<file path="config.mk">
export PLATFORM = sky130hd
export DESIGN_NAME = mac_rr_scheduler
export DESIGN_NICKNAME = d
export VERILOG_FILES = /design/src/rtl/mac_rr_scheduler.sv
export SDC_FILE = /design/constraint.sdc
export NUM_CORES = 1
export LEC_CHECK = 0
export ABC_CLOCK_PERIOD_IN_PS = 2100
export BUFFER_PORTS_ARGS = -buffer_cell sky130_fd_sc_hd__buf_2
export CAP_MARGIN = 20
export CORE_MARGIN = 2
export CORE_UTILIZATION = 30
export CTS_BUF_LIST = sky130_fd_sc_hd__clkbuf_2 sky130_fd_sc_hd__clkbuf_4 sky130_fd_sc_hd__clkbuf_8
export DETAILED_ROUTE_END_ITERATION = 7
export PLACE_DENSITY = 0.65
export SLEW_MARGIN = 10
export SYNTH_ARGS = -nofsm -noshare
export SYNTH_HDL_FRONTEND = slang
export SYNTH_SLANG_ARGS = --single-unit
</file>
<file path="constraint.sdc">
create_clock -name clk -period 2.1 [get_ports clk]
set_clock_uncertainty 0.05 [all_clocks]
set_input_delay 0.42 -clock clk [delete_from_list [all_inputs] [get_ports clk]]
set_output_delay 0.42 -clock clk [all_outputs]
set_load 0.1 [all_outputs]
</file>
<file path="src/rtl/mac_rr_scheduler.sv">
// Round-robin scheduler sharing one MAC core among NUM_REQ requesters.
// Optional watchdog on the MAC done flag: define MAC_TIMEOUT_EN.
module mac_rr_scheduler #(
    parameter int DATA_WIDTH  = 16,
    parameter int NUM_REQ     = 4,
    parameter int TIMEOUT_CYC = 64
) (
    input  logic                          clk,
    input  logic                          rst,
    input  logic [NUM_REQ-1:0]            req,
    input  logic [NUM_REQ*DATA_WIDTH-1:0] req_a,
    input  logic [NUM_REQ*DATA_WIDTH-1:0] req_b,
    output logic [NUM_REQ-1:0]            rsp_valid,
    output logic [2*DATA_WIDTH-1:0]       rsp_data,
    output logic                          busy,
    output logic [$clog2(NUM_REQ)-1:0]    grant_id,
    output logic                          mac_clr,
    output logic                          mac_start,
    output logic [DATA_WIDTH-1:0]         mac_a,
    output logic [DATA_WIDTH-1:0]         mac_b,
    input  logic                          mac_done,
    input  logic [2*DATA_WIDTH-1:0]       mac_acc,
    output logic                          err
);
    localparam int IW = $clog2(NUM_REQ);

    typedef enum logic [2:0] {S_IDLE, S_CLR, S_START, S_WAIT, S_RESP} state_t;

    state_t                    r_state;
    logic [IW-1:0]             r_last;
    logic [IW-1:0]             r_grant;
    logic [NUM_REQ-1:0]        r_rsp_valid;
    logic [2*DATA_WIDTH-1:0]   r_rsp_data;
    logic                      r_mac_clr;
    logic                      r_mac_start;
    logic [DATA_WIDTH-1:0]     r_mac_a;
    logic [DATA_WIDTH-1:0]     r_mac_b;
    logic                      w_found;
    logic [IW-1:0]             w_pick;
    logic [IW-1:0]             w_idx;

    if (NUM_REQ < 2 || NUM_REQ > 8 || TIMEOUT_CYC < 1) begin : g_bad_cfg
        $error("mac_rr_scheduler: unsupported parameter set");
    end

    // Search starts just after the last served channel, so it has lowest priority.
    always_comb begin
        w_found = 1'b0;
        w_pick  = '0;
        w_idx   = '0;
        for (int off = 1; off <= NUM_REQ; off++) begin
            w_idx = IW'((int'(r_last) + off) % NUM_REQ);
            if (!w_found && req[w_idx]) begin
                w_found = 1'b1;
                w_pick  = w_idx;
            end
        end
    end

`ifdef MAC_TIMEOUT_EN
    localparam int CW = $clog2(TIMEOUT_CYC + 1);
    logic [CW-1:0] r_cnt;
    logic          r_err;
    assign err = r_err;
`else
    assign err = 1'b0;
`endif

    always_ff @(posedge clk or negedge rst) begin
        if (!rst) begin
            r_state     <= S_IDLE;
            r_last      <= IW'(NUM_REQ - 1);
            r_grant     <= '0;
            r_rsp_valid <= '0;
            r_rsp_data  <= '0;
            r_mac_clr   <= 1'b0;
            r_mac_start <= 1'b0;
            r_mac_a     <= '0;
            r_mac_b     <= '0;
`ifdef MAC_TIMEOUT_EN
            r_cnt       <= '0;
            r_err       <= 1'b0;
`endif
        end else begin
            unique case (r_state)
                S_IDLE: if (w_found) begin
                    r_grant   <= w_pick;
                    r_mac_a   <= req_a[w_pick*DATA_WIDTH +: DATA_WIDTH];
                    r_mac_b   <= req_b[w_pick*DATA_WIDTH +: DATA_WIDTH];
                    r_mac_clr <= 1'b1;
                    r_state   <= S_CLR;
                end
                S_CLR: begin
                    r_mac_clr   <= 1'b0;
                    r_mac_start <= 1'b1;
                    r_state     <= S_START;
                end
                S_START: begin
                    r_mac_start <= 1'b0;
                    r_state     <= S_WAIT;
`ifdef MAC_TIMEOUT_EN
                    r_cnt       <= '0;
`endif
                end
                S_WAIT: if (mac_done) begin
                    r_rsp_data           <= mac_acc;
                    r_rsp_valid[r_grant] <= 1'b1;
                    r_state              <= S_RESP;
                end
`ifdef MAC_TIMEOUT_EN
                else if (r_cnt == CW'(TIMEOUT_CYC)) begin
                    r_rsp_data           <= '0;
                    r_rsp_valid[r_grant] <= 1'b1;
                    r_err                <= 1'b1;
                    r_state              <= S_RESP;
                end else begin
                    r_cnt <= r_cnt + 1'b1;
                end
`endif
                S_RESP: begin
                    r_rsp_valid <= '0;
                    r_last      <= r_grant;
                    r_state     <= S_IDLE;
                end
                default: r_state <= S_IDLE;
            endcase
        end
    end

    assign rsp_valid = r_rsp_valid;
    assign rsp_data  = r_rsp_data;
    assign busy      = (r_state != S_IDLE);
    assign grant_id  = r_grant;
    assign mac_clr   = r_mac_clr;
    assign mac_start = r_mac_start;
    assign mac_a     = r_mac_a;
    assign mac_b     = r_mac_b;

endmodule

</file>
==> summary.txt <==
Commonest cells post-synth: nand2_1 (130), dfrtp_1 (75), o21ai_0 (35)
Area of the mapped netlist: 4380 sq um
Routed Antenna Nets: 0
F_max: 502 MHz
FP Rows: 44
CTS max path bufs: 2
Slowest stage delay, CP: 390 ps
Crit path kind: reg -> reg
Final Hold Vio Count: 0
Least-Margin Pin Slew: 587 ps
Boundary Pins: 241
Final GP Congestion: 0.745
Die Area: 15,600 sq um
Final period util: 94.8%
Slew Limit Fails: 0
Max-Cap Viols: 0
Hold crit path type: in -> async
Synth top area share: 42.9%
FFs w/ async S/R, synth: 100%
1st-pass router iterations: 4
Syn_nets: 629
Layout cells sized above 1: 47.0%
Seq/Total Area, Yosys: 44.1%
Initial antenna violation count: 0
DR vias: 4,301
First-pass GRT wire length: 22,300 um
Post-synth EDFFs: 0
Die height: 125 um
CTS sink cnt: 77
CTS tree: done
Synthesis warning total: 0
Largest net degree at the start of global routing: 48
WP data arrival: 2200 ps
Cell chain of the critical path: or3_4, nand2b_4, buf_4, or2_2, buf_12, o211ai_1
Antenna Cells: 0
DP Area: 5930 sq um
Vias/cell: 4.83
Area Overhead vs Synth: 39.9%
Cells after synthesis: 462
Most common flop cell mapped by yosys: dfrtp_1
R2R Setup Slk: 110 ps
GR Overflow Total: 0
Fin nets: 869
Post-DP HPWL: 10,200 um
Post-DR wirelength/cell: 15.3 um
DIE WIDTH: 125 um
Synthesized area per cell: 9.48 sq um
Status: completed
WL final: 13,700 um
Tmin final: 1990 ps
Crit path launch type: register
Slew HR: 60.9%
Slowest-stage cell, CP: dfrtp_1
Synth cell types: 37
I/O Buffers: 239
Most frequent cell after synthesis: nand2_1
H-tree levels: 3
Cts hold-fix bufs: 0
Initial Utilization: 30.4%
Critical Path End Type: register
Clock Pin Slew Worst Setup and Hold Paths: 80 ps
Flops & latches, synth: 77
TritonCTS buffer count: 9
Total track usage: 17.7%
Total core area: 14,400 sq um
Vias in the first global route: 4,374
Final Cell Area: 6120 sq um
Req. time, crit path: 2310 ps
DRC errors left: 0
Setup Viol. Count Final: 0
First DRT Iteration DRCs: 156
Crit-path max FO: 32
Clock Latency Late Sink: 340 ps
Leading area contributor after synthesis: dfrtp_1
RSZ-0062 raised after global routing: false
Clock Root Buffer: clkbuf_8
Synth top area cells: dfrtp_1 (43%), nand2_1 (11%), o211ai_2 (8.6%)
what timing repair did:
item                                    4_1_cts  5_1_grt
endpoints found under the setup margin        0       28
buffers inserted                              0        2
gates resized for setup                       0        1
worst paths after layout:
kind | from | endpoint | cells past startpoint
setup / recovery | r_state[0] | mac_b[0] | 6
hold / removal | rst | mac_b[4] | 2
setup reg to reg | r_state[0] | mac_b[0] | 6
hold reg to reg | rsp_data[2] | rsp_data[2] | 2
max in group asynchronous | rst | r_state[0] | 2
min in group clk | mac_acc[30] | rsp_data[30] | 3
cell usage in the layout (no fill, tap or decap), drive strengths merged:
cell | synthesis | final
and4 | 32 | 32
nand2 | 130 | 130
and2 | 1 | 1
clkinv | 1 | 5
nor2b | 3 | 3
a31oi | 2 | 2
nor2 | 11 | 11
o21a | 2 | 2
a21o | 2 | 2
a21oi | 6 | 6
o31a | 32 | 32
a211oi | 1 | 1
or2 | 2 | 2
mux2i | 32 | 32
buf | 15 | 273
nor3 | 1 | 1
clkbuf | 29 | 10
inv | 2 | 4
o211ai | 32 | 32
o22ai | 2 | 2
conb | 1 | 1
dfrtp | 75 | 75
mux2 | 2 | 2
or4 | 1 | 1
nor3b | 1 | 1
o21ai | 37 | 37
nand2b | 3 | 3
dfstp | 2 | 2
or3 | 1 | 1
nand3 | 1 | 1
worst max-delay path: cells and delay by family (launching register included):
family	cells	cell delay, ps
AND/OR/NAND/NOR	3	880
flip-flops	1	390
buffers and inverters	2	370
AO/OA/AOI/OAI	1	200
metal layers:
layer	vias up	part of all wire (%)	global-route usage, %
li1	2130	-	-
met1	1999	42	22.1
met2	160	50	30.7
met3	12	6.0	4.12
met4	0	1.3	4.84
met5	-	0	0
kinds of logic after synthesis:
kind of cell / Yosys count / synth area share (%)
simple gates: 187 / 21.0
other cells: 1 / 0.0856
mux: 34 / 7.83
compound gates: 116 / 21.8
buf+inv: 47 / 5.23
flops: 77 / 44.1
area by class of cell:
| type | instances | area (sq um) |
|---|---|---|
| Clock inverter | 6 | 45.0 |
| Multi-Input combinational cell | 338 | 2250 |
| Sequential cell | 77 | 1930 |
| Tap cell | 184 | 230 |
| Timing Repair Buffer | 273 | 1520 |
| Clock buffer | 10 | 138 |
| Inverter | 3 | 11.3 |
| Fill cell | 1496 | 8300 |
state kept, by name, indices dropped and copies added, names as in the netlist:
name	count
rsp_data	32
mac_a	16
mac_b	16
rsp_valid	4
r_state	3
grant_id	2
r_last	2
mac_clr	1
mac_start	1
through the flow:
stage | setup slack [ps] | util, % | instances | TNS [ps] | hold slack, ps
after floorplan | 63.1 | - | 462 | 0 | 74.4
after global placement | -317 | 41.0 | 872 | -9750 | 404
after detailed placement | -123 | 41.1 | 873 | -2880 | 407
after CTS | 29.4 | 42.4 | 889 | 0 | 41.1
after global routing | 6.96 | 42.5 | 891 | 0 | 66.5
final | 110 | 42.5 | 891 | 0 | 41.8
Power is left out: the tool's default activity adds up to more than one toggle a clock period on the data nets, which glitch-free logic cannot reach.
